`src/rtl/hilo_muldiv_seq_pkg.sv`:
```
// hilo_muldiv_seq_pkg: shared encodings for the HI/LO multiply/divide sequencer
package hilo_muldiv_seq_pkg;
    localparam logic [1:0] SEL_MT   = 2'b00;
    localparam logic [1:0] SEL_MULT = 2'b01;
    localparam logic [1:0] RF_MUL   = 2'd1;
    typedef enum logic [1:0] {OP_MULT, OP_MUL, OP_DIV} op_e;
    typedef enum logic [1:0] {IDLE, RUN, FIX} state_e;
endpackage

```
`src/rtl/hilo_muldiv_seq_if.sv`:
```
// hilo_muldiv_seq_if: decode-stage request and HI/LO result bundle
interface hilo_muldiv_seq_if #(parameter int WIDTH = 32);
    logic             issue_valid;
    logic [1:0]       multiply, divide, HI_sel, LO_sel, MultoRF;
    logic [WIDTH-1:0] rs_val, rt_val, rf_data, hi, lo;
    logic             stall, busy, div_zero;
    modport master (output issue_valid, multiply, divide, HI_sel, LO_sel, MultoRF, rs_val, rt_val,
                    input stall, busy, rf_data, div_zero, hi, lo);
    modport slave  (input issue_valid, multiply, divide, HI_sel, LO_sel, MultoRF, rs_val, rt_val,
                    output stall, busy, rf_data, div_zero, hi, lo);
endinterface

```
`src/rtl/hilo_muldiv_seq_step.sv`:
```
// hilo_muldiv_seq_step: one radix-2 iteration on {acc,q}, shift-add or restoring subtract
module hilo_muldiv_seq_step #(parameter int WIDTH = 32) (
    input  logic             div_mode,
    input  logic [WIDTH-1:0] acc,
    input  logic [WIDTH-1:0] q,
    input  logic [WIDTH-1:0] b,
    output logic [WIDTH-1:0] acc_n,
    output logic [WIDTH-1:0] q_n
);
    logic [WIDTH:0] sum, shl, diff;
    // acc stays below b while dividing, so diff's top bit is a clean borrow flag
    always_comb begin
        sum   = {1'b0, acc} + (q[0] ? {1'b0, b} : '0);
        shl   = {acc, q[WIDTH-1]};
        diff  = shl - {1'b0, b};
        acc_n = div_mode ? (diff[WIDTH] ? shl[WIDTH-1:0] : diff[WIDTH-1:0]) : sum[WIDTH:1];
        q_n   = div_mode ? {q[WIDTH-2:0], ~diff[WIDTH]} : {sum[0], q[WIDTH-1:1]};
    end
endmodule

```
`src/rtl/hilo_muldiv_seq.sv`:
```
// hilo_muldiv_seq: iterative mult/div sequencer owning HI/LO with pipeline interlock
module hilo_muldiv_seq
    import hilo_muldiv_seq_pkg::*;
#(
    parameter int WIDTH   = 32,
    parameter bit DZ_FAST = 1'b1
) (
    input logic              clk,
    input logic              rst,
    hilo_muldiv_seq_if.slave bus
);
    localparam int CW = $clog2(WIDTH) + 1;
    state_e           state_q, state_d;
    op_e              op_q, op_d;
    logic [CW-1:0]    cnt_q, cnt_d;
    logic [WIDTH-1:0] acc_q, acc_d, q_q, q_d, b_q, b_d, hi_q, hi_d, lo_q, lo_d, mul_res_q, mul_res_d;
    logic             sa_q, sa_d, sb_q, sb_d, dz_q, dz_d, mul_ready_q, mul_ready_d;
    logic [WIDTH-1:0] acc_s, q_s, quo, rem;
    logic [2*WIDTH-1:0] prod;
    logic             is_mult, is_mul, is_div, is_mthi, is_mtlo, is_mf, sgn, start;

    hilo_muldiv_seq_step #(.WIDTH(WIDTH)) u_step (
        .div_mode(op_q == OP_DIV), .acc(acc_q), .q(q_q), .b(b_q), .acc_n(acc_s), .q_n(q_s)
    );

    // decode the CU fields and derive the interlock and register-file read data
    always_comb begin
        is_mul       = bus.issue_valid & bus.multiply[1] & (bus.MultoRF == RF_MUL);
        is_mult      = bus.issue_valid & bus.multiply[1] & (bus.HI_sel == SEL_MULT) & ~is_mul;
        is_div       = bus.issue_valid & bus.divide[1];
        is_mthi      = bus.issue_valid & (bus.HI_sel == SEL_MT);
        is_mtlo      = bus.issue_valid & (bus.LO_sel == SEL_MT);
        is_mf        = bus.issue_valid & bus.MultoRF[1];
        sgn          = is_div ? bus.divide[0] : bus.multiply[0];
        start        = (state_q == IDLE) & (is_mult | is_div | (is_mul & ~mul_ready_q));
        bus.busy     = state_q != IDLE;
        bus.stall    = bus.busy ? (is_mult | is_div | is_mul | is_mthi | is_mtlo | is_mf)
                                : (is_mul & ~mul_ready_q);
        bus.rf_data  = bus.busy ? '0 : (is_mul & mul_ready_q) ? mul_res_q :
                       is_mf ? (bus.MultoRF[0] ? lo_q : hi_q) : '0;
        bus.div_zero = (state_q == FIX) & (op_q == OP_DIV) & dz_q;
        bus.hi       = hi_q;
        bus.lo       = lo_q;
    end

    // FSM next state; with rt==0 the sign of b is 0, so quo also rebuilds the raw dividend
    always_comb begin
        state_d = state_q; op_d = op_q; cnt_d = cnt_q; acc_d = acc_q; q_d = q_q; b_d = b_q;
        sa_d = sa_q; sb_d = sb_q; dz_d = dz_q; hi_d = hi_q; lo_d = lo_q;
        mul_res_d = mul_res_q; mul_ready_d = mul_ready_q;
        prod = (sa_q ^ sb_q) ? -{acc_q, q_q} : {acc_q, q_q};
        quo  = (sa_q ^ sb_q) ? -q_q : q_q;
        rem  = sa_q ? -acc_q : acc_q;
        case (state_q)
            IDLE: begin
                if (start) begin
                    op_d    = is_div ? OP_DIV : is_mul ? OP_MUL : OP_MULT;
                    sa_d    = sgn & bus.rs_val[WIDTH-1];
                    sb_d    = sgn & bus.rt_val[WIDTH-1];
                    q_d     = sa_d ? -bus.rs_val : bus.rs_val;
                    b_d     = sb_d ? -bus.rt_val : bus.rt_val;
                    acc_d   = '0;
                    cnt_d   = '0;
                    dz_d    = is_div & (bus.rt_val == '0);
                    state_d = (dz_d && DZ_FAST) ? FIX : RUN;
                end else begin
                    hi_d        = is_mthi ? bus.rs_val : hi_q;
                    lo_d        = is_mtlo ? bus.rs_val : lo_q;
                    mul_ready_d = mul_ready_q & ~is_mul;
                end
            end
            RUN: begin
                acc_d   = dz_q ? acc_q : acc_s;
                q_d     = dz_q ? q_q : q_s;
                cnt_d   = cnt_q + CW'(1);
                state_d = (cnt_q == CW'(WIDTH - 1)) ? FIX : RUN;
            end
            default: begin
                state_d = IDLE;
                if (op_q == OP_MULT) {hi_d, lo_d} = prod;
                else if (op_q == OP_MUL) begin
                    mul_res_d   = prod[WIDTH-1:0];
                    mul_ready_d = 1'b1;
                end else begin
                    lo_d = dz_q ? '1 : quo;
                    hi_d = dz_q ? quo : rem;
                end
            end
        endcase
    end

    // state, operand and HI/LO registers; reset aborts any operation in flight
    always_ff @(posedge clk or posedge rst) begin
        if (rst) begin
            state_q <= IDLE; op_q <= OP_MULT; cnt_q <= '0; acc_q <= '0; q_q <= '0; b_q <= '0;
            sa_q <= 1'b0; sb_q <= 1'b0; dz_q <= 1'b0; hi_q <= '0; lo_q <= '0;
            mul_res_q <= '0; mul_ready_q <= 1'b0;
        end else begin
            state_q <= state_d; op_q <= op_d; cnt_q <= cnt_d; acc_q <= acc_d; q_q <= q_d; b_q <= b_d;
            sa_q <= sa_d; sb_q <= sb_d; dz_q <= dz_d; hi_q <= hi_d; lo_q <= lo_d;
            mul_res_q <= mul_res_d; mul_ready_q <= mul_ready_d;
        end
    end
endmodule

```
`src/flat_wrapper.sv`:
```
// flat-port wrapper written by rule: the top's interface ports become plain ports
module hilo_muldiv_seq_flat import hilo_muldiv_seq_pkg::*;
#(
    parameter int WIDTH   = 32,
    parameter bit DZ_FAST = 1'b1
)
  (clk, rst, bus_issue_valid, bus_multiply, bus_divide, bus_HI_sel, bus_LO_sel, bus_MultoRF, bus_rs_val, bus_rt_val, bus_stall, bus_busy, bus_rf_data, bus_div_zero, bus_hi, bus_lo);
  hilo_muldiv_seq_if #(.WIDTH(WIDTH)) bus_i ();
  input logic clk;
  input logic rst;
  input wire logic [$bits(bus_i.issue_valid)-1:0] bus_issue_valid;
  input wire logic [$bits(bus_i.multiply)-1:0] bus_multiply;
  input wire logic [$bits(bus_i.divide)-1:0] bus_divide;
  input wire logic [$bits(bus_i.HI_sel)-1:0] bus_HI_sel;
  input wire logic [$bits(bus_i.LO_sel)-1:0] bus_LO_sel;
  input wire logic [$bits(bus_i.MultoRF)-1:0] bus_MultoRF;
  input wire logic [$bits(bus_i.rs_val)-1:0] bus_rs_val;
  input wire logic [$bits(bus_i.rt_val)-1:0] bus_rt_val;
  output wire logic [$bits(bus_i.stall)-1:0] bus_stall;
  output wire logic [$bits(bus_i.busy)-1:0] bus_busy;
  output wire logic [$bits(bus_i.rf_data)-1:0] bus_rf_data;
  output wire logic [$bits(bus_i.div_zero)-1:0] bus_div_zero;
  output wire logic [$bits(bus_i.hi)-1:0] bus_hi;
  output wire logic [$bits(bus_i.lo)-1:0] bus_lo;
  assign bus_i.issue_valid = bus_issue_valid;
  assign bus_i.multiply = bus_multiply;
  assign bus_i.divide = bus_divide;
  assign bus_i.HI_sel = bus_HI_sel;
  assign bus_i.LO_sel = bus_LO_sel;
  assign bus_i.MultoRF = bus_MultoRF;
  assign bus_i.rs_val = bus_rs_val;
  assign bus_i.rt_val = bus_rt_val;
  assign bus_stall = bus_i.stall;
  assign bus_busy = bus_i.busy;
  assign bus_rf_data = bus_i.rf_data;
  assign bus_div_zero = bus_i.div_zero;
  assign bus_hi = bus_i.hi;
  assign bus_lo = bus_i.lo;
  hilo_muldiv_seq #(.WIDTH(WIDTH), .DZ_FAST(DZ_FAST)) u_core (.clk(clk), .rst(rst), .bus(bus_i));
endmodule
```
`config.mk`:
```
export PLATFORM = sky130hd
export DESIGN_NAME = hilo_muldiv_seq_flat
export DESIGN_NICKNAME = d
export VERILOG_FILES = /design/src/rtl/hilo_muldiv_seq_pkg.sv /design/src/rtl/hilo_muldiv_seq_if.sv /design/src/rtl/hilo_muldiv_seq_step.sv /design/src/rtl/hilo_muldiv_seq.sv /design/src/flat_wrapper.sv
export SDC_FILE = /design/constraint.sdc
export NUM_CORES = 1
export LEC_CHECK = 0
export BUFFER_PORTS_ARGS = -buffer_cell sky130_fd_sc_hd__buf_2
export CORE_MARGIN = 2
export CORE_UTILIZATION = 62
export CTS_BUF_LIST = sky130_fd_sc_hd__clkbuf_4 sky130_fd_sc_hd__clkbuf_8
export DETAILED_ROUTE_END_ITERATION = 8
export GPL_TIMING_DRIVEN = 0
export PLACE_DENSITY_LB_ADDON = 0.08
export SETUP_SLACK_MARGIN = 0.2
export SLEW_MARGIN = 10
export SYNTH_ARGS = -nofsm -noshare
export SYNTH_HDL_FRONTEND = slang
export SYNTH_SLANG_ARGS = --single-unit
```
`constraint.sdc`:
```
create_clock -name clk -period 9.07 [get_ports clk]
set_input_delay 1.3605 -clock clk [delete_from_list [all_inputs] [get_ports clk]]
set_output_delay 1.3605 -clock clk [all_outputs]
set_load 0.005 [all_outputs]
```
After elaboration in Yosys (flattened, before gate mapping)
Index checks and enable logic that the tools add are counted.
{ "classes": {"n_mux": 45, "n_bitwise": 30, "add_sub_neg": 8, "n_reduce_logical": 16, "n_eq_ne": 14} }
{ "ops": {"columns": ["operator", "n"], "rows": [
  ["2-to-1 mux 32 bit", 26],
  ["case mux 32 bit (2 select lines)", 4],
  ["negation 32 bit", 4],
  ["2-to-1 mux 64 bit", 1],
  ["negation 64 bit", 1],
  ["adder 32 x 33 -> 33 bit", 1],
  ["subtractor 33 x 32 -> 33 bit", 1],
  ["logical NOT 32 bit", 1],
  ["bitwise AND 1 bit", 17],
  ["case mux 6 bit (2 select lines)", 1],
  ["AND reduction 4 bit", 3],
  ["equality test 2 x 1 -> 1 bit (second input constant)", 4],
  ["logical NOT 2 bit", 4],
  ["2-to-1 mux 2 bit", 4],
  ["!= test 2 x 1 -> 1 bit (second input constant)", 4],
  ["adder 6 x 1 -> 6 bit (second input constant)", 1],
  ["equality test 6 x 5 -> 1 bit (second input constant)", 1],
  ["2-to-1 mux 1 bit", 6],
  ["2-to-1 mux 6 bit", 1],
  ["NOT 1 bit", 6],
  ["bitwise OR 1 bit", 6],
  ["AND reduction 3 bit", 2],
  ["nonzero test 2 bit", 3],
  ["equality test 2 bit (second input constant)", 2],
  ["7 further kinds", 9]
]} }
{ "word_totals": {"regBits": 206, "elab_cells": 126} }

Depth between registers and ports, before layout
{ "logic_depth": {"depth_word": 10, "ltp_mapped": 14, "mapped_depth_nobuf": 13} }

By module
A second synthesis with hierarchy kept.
{ "hier_totals": {"cells_unflattened": 2466, "hier_area_um2": 18785.5} }
{ "by_module_without_submodules": {"columns": ["module", "n_inst", "area_per_inst_um2", "cells_each"], "rows": [
  ["hilo_muldiv_seq", 1, 14089.8, 1785],
  ["hilo_muldiv_seq_step", 1, 4695.8, 681]
]} }

Worst setup path after synthesis
Ideal clock, no wire load.
{ "synth_timing": {"path_kind": "in2out", "start": "input bus_MultoRF[0]", "end": "output bus_rf_data[10]", "slack_ns": 5.145, "cell_stages": 8, "n_path_buf": 3, "required_ns": 7.709, "t_arrival_ns": 2.564, "path_cell_list": "clkbuf_1 nand2b_1 nor2_1 and2_1 clkbuf_1 clkbuf_1 a21oi_1 nor2_1"} }
{ "synth_between": {"elab_chain_len": 5} }
{ "synth_rtl": {"columns": ["item", "line", "text"], "rows": [
  ["from (decl)", "flat_wrapper.sv:16", "input wire logic [$bits(bus_i.MultoRF)-1:0] bus_MultoRF;"],
  ["equality test 2 x 1 -> 1 bit", "hilo_muldiv_seq.sv:28", "is_mul = bus.issue_valid & bus.multiply[1] & (bus.MultoRF == RF_MUL);"],
  ["bitwise AND 1 bit", "hilo_muldiv_seq.sv:28", null],
  ["bitwise AND 1 bit", "hilo_muldiv_seq.sv:39", "bus.rf_data = bus.busy ? '0 : (is_mul & mul_ready_q) ? mul_res_q :"],
  ["2-to-1 mux 32 bit * (2 in a row)", "hilo_muldiv_seq.sv:39", null],
  ["to (decl)", "flat_wrapper.sv:21", "output wire logic [$bits(bus_i.rf_data)-1:0] bus_rf_data;"]
]} }
Mark *: on every way between the ends. The rest lies on a longest branch, timed or not.

Worst setup path in the final report
{ "layout_timing": {"start": "input bus_MultoRF[0]", "end": "register u_core.lo_q[27] (netlist: u_core.bus.lo[27])"} }
{ "layout_between": {"elab_chain_len": 9} }
{ "layout_rtl": {"columns": ["item", "line", "text"], "rows": [
  ["equality test 2 x 1 -> 1 bit *", "hilo_muldiv_seq.sv:28", null],
  ["bitwise AND 1 bit *", "hilo_muldiv_seq.sv:28", null],
  ["NOT 1 bit", "hilo_muldiv_seq.sv:29", "is_mult = bus.issue_valid & bus.multiply[1] & (bus.HI_sel == SEL_MULT) & ~is_mul;"],
  ["bitwise AND 1 bit", "hilo_muldiv_seq.sv:29", null],
  ["bitwise OR 1 bit", "hilo_muldiv_seq.sv:35", "start = (state_q == IDLE) & (is_mult | is_div | (is_mul & ~mul_ready_q));"],
  ["bitwise OR 1 bit *", "hilo_muldiv_seq.sv:35", null],
  ["bitwise AND 1 bit *", "hilo_muldiv_seq.sv:35", null],
  ["!= test 2 bit (no line) *", null, null],
  ["AND reduction 4 bit (no line) *", null, null],
  ["to (signal assigned)", "hilo_muldiv_seq.sv:96", "sa_q <= 1'b0; sb_q <= 1'b0; dz_q <= 1'b0; hi_q <= '0; lo_q <= '0;"],
  ["to (signal assigned)", "hilo_muldiv_seq.sv:100", "sa_q <= sa_d; sb_q <= sb_d; dz_q <= dz_d; hi_q <= hi_d; lo_q <= lo_d;"],
  ["to (decl)", "hilo_muldiv_seq.sv:16", "logic [WIDTH-1:0] acc_q, acc_d, q_q, q_d, b_q, b_d, hi_q, hi_d, lo_q, lo_d, mul_res_q, mul_res_d;"]
]} }
Marks and branches as above.
A chain may end at the register's enable or synchronous reset.

==> impl_metrics.env <==
export IMPL_status="finished, final reports clean"
export IMPL_top_usage_layer="met2"
export IMPL_final_cell_mix="nand2_1, o21ai_0, nor2_1"
export IMPL_async_flop_share=1.00
export IMPL_yosysSeqAreaShare=0.295
export IMPL_grt_use_met2=0.749
export IMPL_drive_gt1_frac=0.116
export IMPL_clock_sinks=206
export IMPL_finalCritPeriodShare=0.551
export IMPL_cp_startpoint="bus_MultoRF[0]"
export IMPL_cts_root_buf="clkbuf_8"
export IMPL_fill_cells=2327
export IMPL_fp_dieW_um=172
export IMPL_worstMarginPinSlew_ns=1.26
export IMPL_grt_pass1_vias=18351
export IMPL_regArea_um2=5150
export IMPL_ctsResizeCount=0
export IMPL_start_kind="primary input"
export IMPL_hold_path_class="flop to flop"
export IMPL_cts_tree="yes"
export IMPL_grt_setup_unrepaired="no"
export IMPL_io_buffer_count=174
export IMPL_syn_to_final_growth_pct=12.6
export IMPL_numCtsBuffers=39
export IMPL_use_met3=0.118
export IMPL_fmax_mhz=200
export IMPL_path_max_fanout=10
export IMPL_grt_max_degree=112
export IMPL_start_util=0.630
export IMPL_dieArea_um2=29600
export IMPL_clkLatencyLatePin_ns=0.58
export IMPL_grt_overflow=0
export IMPL_peakVddDrop_mv=0.235
export IMPL_cts_buffer_depth=3
export IMPL_core_area_um2=27800
export IMPL_end_kind="flop"
export IMPL_netlist_area_um2=17500
export IMPL_min_period_ns=5.00
export IMPL_synthFlopType="dfrtp_1"
export IMPL_synth_cell_type_count=76
export IMPL_p_leak_nw=8.66
export IMPL_cap_viol_max_count=0
export IMPL_crit_end="u_core.bus.lo[27]$_DFFE_PP0P_"
export IMPL_ys_ff_latch=206
export IMPL_hold_violations=0
export IMPL_critPathMostFrequentCell="clkbuf_1"
export IMPL_yosysWarnings=0
export IMPL_gp_congestion=1.04
export IMPL_skew_ns=0.0336
export IMPL_post_cts_buffers=0
export IMPL_drtIter0Drc=2708
export IMPL_vias_per_cell=6.66
export IMPL_regToRegSetupSlack_ns=4.47
export IMPL_clk_pin_slew_ns=0.06
export IMPL_h_tree_depth=2
export IMPL_rr_worst_depth=14
export IMPL_cp_required_ns=9.54
export IMPL_antenna_found_initial=2
export IMPL_synthesis_instances=2335
export IMPL_syn_nets=2483
export IMPL_die_h_um=172
export IMPL_final_common_cell="nand2_1"
export IMPL_stdcell_area_um2=19700
export IMPL_grt_pass1_wl_mm=106
export IMPL_pin_count=176
export IMPL_ctsHoldBuffers=0
export IMPL_drtAntennaViolNets=0
export IMPL_crit_chain="clkbuf_1 > nand2b_1 > or3_1 > a31o_2 > clkbuf_1 > nand3_1 > nor2_1 > o21ai_1 > clkbuf_1 > nand2_1 > o21ai_0"
export IMPL_met1_usage=0.553
export IMPL_diodes=0
export IMPL_drcViolationCount=0
export IMPL_track_usage=0.475
export IMPL_max_stage_delay_ns=0.97
export IMPL_route_vias_total=19715
export IMPL_r2r_start="u_core.q_q[0]$_DFFE_PP0P_"
export IMPL_rows=61
export IMPL_r2r_end="u_core.acc_q[30]$_DFFE_PP0P_"
export IMPL_arrival_ns=5.47
export IMPL_relSlewSlack=0.159
export IMPL_drv_slew=0
export IMPL_hpwl_mm=54.3
export IMPL_wl_per_cell_um=23.9
export IMPL_crit_type="primary input to flop"
export IMPL_cp_slowest_cell="o21ai_1"
export IMPL_multi_input_area_um2=11400
export IMPL_synth_edf_count=0
export IMPL_setup_viol=0
export IMPL_synth_area_per_cell_um2=7.49
export IMPL_placed_area_um2=18900
export IMPL_power_density_nw_per_um2=455
export IMPL_nets=2699
export IMPL_whs_ns=0.477
export IMPL_first_pass_iters=6
export IMPL_routed_wirelength_mm=70.7
## kinds of logic (layout without fill, tap and decap cells)
logic type,count (synthesis),after routing,synth area share
muxes,73,73,0.0431
and+or+nand+nor,827,827,0.216
adders and majority gates,71,71,0.0516
AOI/OAI and AO/OA,728,728,0.246
DFF,206,206,0.295
buffers and inverters,234,479,0.0513
xor gates and xnor gates,196,196,0.0981
## cell type report
type	instances	share of cell area
clock buffers	61	0.0391
clock inverters	9	0.00298
well taps	378	0.0240
repair buffers	175	0.0456
multi-input cells	1895	0.581
inverters	70	0.0137
plain buffers	164	0.0322
flip-flops and latches	206	0.262
## per-layer routing
layer	routed length [um]	part of all wire
met2	30700	0.43
met3	7890	0.11
met5	36	0.00051
met1	25300	0.36
met4	6850	0.097
## cells in the mapped netlist, drive strengths merged, types with 19 or more instances
cell    count  area [um2]
nand2     340        1280
o21ai     297        1490
nor2      219         822
dfrtp     206        5150
a21oi     191         956
clkbuf    143         538
xnor2     115        1010
xor2       81         709
inv        70         263
ha         69         863
nand3      59         295
mux2i      54         541
nor3       36         180
or3        34         219
o22ai      27         169
o31ai      27         203
a31oi      26         163
a21o       23         173
buf        21        96.3
nor4       20         155
mux2       19         214
## worst max-delay path, delay by kind of cell
family          cells  cell delay (ns)
simple gates        5             1.42
buf+inv             3             1.31
compound gates      3             1.37
## flip-flops by register name, indices dropped and copies added, names as in the netlist
register            count
u_core.acc_q           32
u_core.q_q             32
u_core.sa_q             1
u_core.cnt_q            6
u_core.b_q             32
u_core.mul_res_q       32
u_core.bus.hi          32
u_core.dz_q             1
u_core.op_q             2
u_core.mul_ready_q      1
u_core.bus.lo          32
u_core.state_q          2
u_core.sb_q             1
## stage by stage
| stage | setup TNS, ns | setup WS [ns] | total power, mW | instances | util |
|---|---|---|---|---|---|
| 4_1_cts | 0 | 4.31 | 8.66 | 2958 | 0.709 |
| 3_3_place_gp | -39.49 | -0.223 | 7.48 | 2887 | 0.678 |
| 3_5_place_dp | 0 | 3.93 | 7.65 | 2888 | 0.679 |
| 2_1_floorplan | 0 | 2.09 | 5.73 | 2335 | - |
| 6_report | 0 | 4.07 | 8.97 | 2958 | 0.709 |
| 5_1_grt | 0 | 3.90 | 9.50 | 2958 | 0.709 |
## how the worst min path moves through the flow
| stage | from | to | slack (ns) | cells past startpoint |
|---|---|---|---|---|
| finish | u_core.b_q[17]$_DFFE_PP0P_ | u_core.b_q[17]$_DFFE_PP0P_ | 0.48 | 2 |
| global route | u_core.b_q[22]$_DFFE_PP0P_ | u_core.b_q[22]$_DFFE_PP0P_ | 0.50 | 2 |
| CTS | u_core.b_q[17]$_DFFE_PP0P_ | u_core.b_q[17]$_DFFE_PP0P_ | 0.48 | 2 |
| detailed placement | u_core.b_q[17]$_DFFE_PP0P_ | u_core.b_q[17]$_DFFE_PP0P_ | 0.47 | 2 |
| global placement | u_core.b_q[19]$_DFFE_PP0P_ | u_core.b_q[19]$_DFFE_PP0P_ | 0.46 | 2 |
| floorplan | u_core.b_q[10]$_DFFE_PP0P_ | u_core.b_q[10]$_DFFE_PP0P_ | 0.45 | 2 |
## power by group
group / internal, mW / switching [mW] / leakage (nW) / total [mW]
logic: 2.16 / 4.06 / 5.64 / 6.22
registers: 1.32 / 0.444 / 2.57 / 1.76
clock network: 0.545 / 0.443 / 0.449 / 0.988
total: 4.03 / 4.95 / 8.66 / 8.97
(Power assumes the default switching activity.)
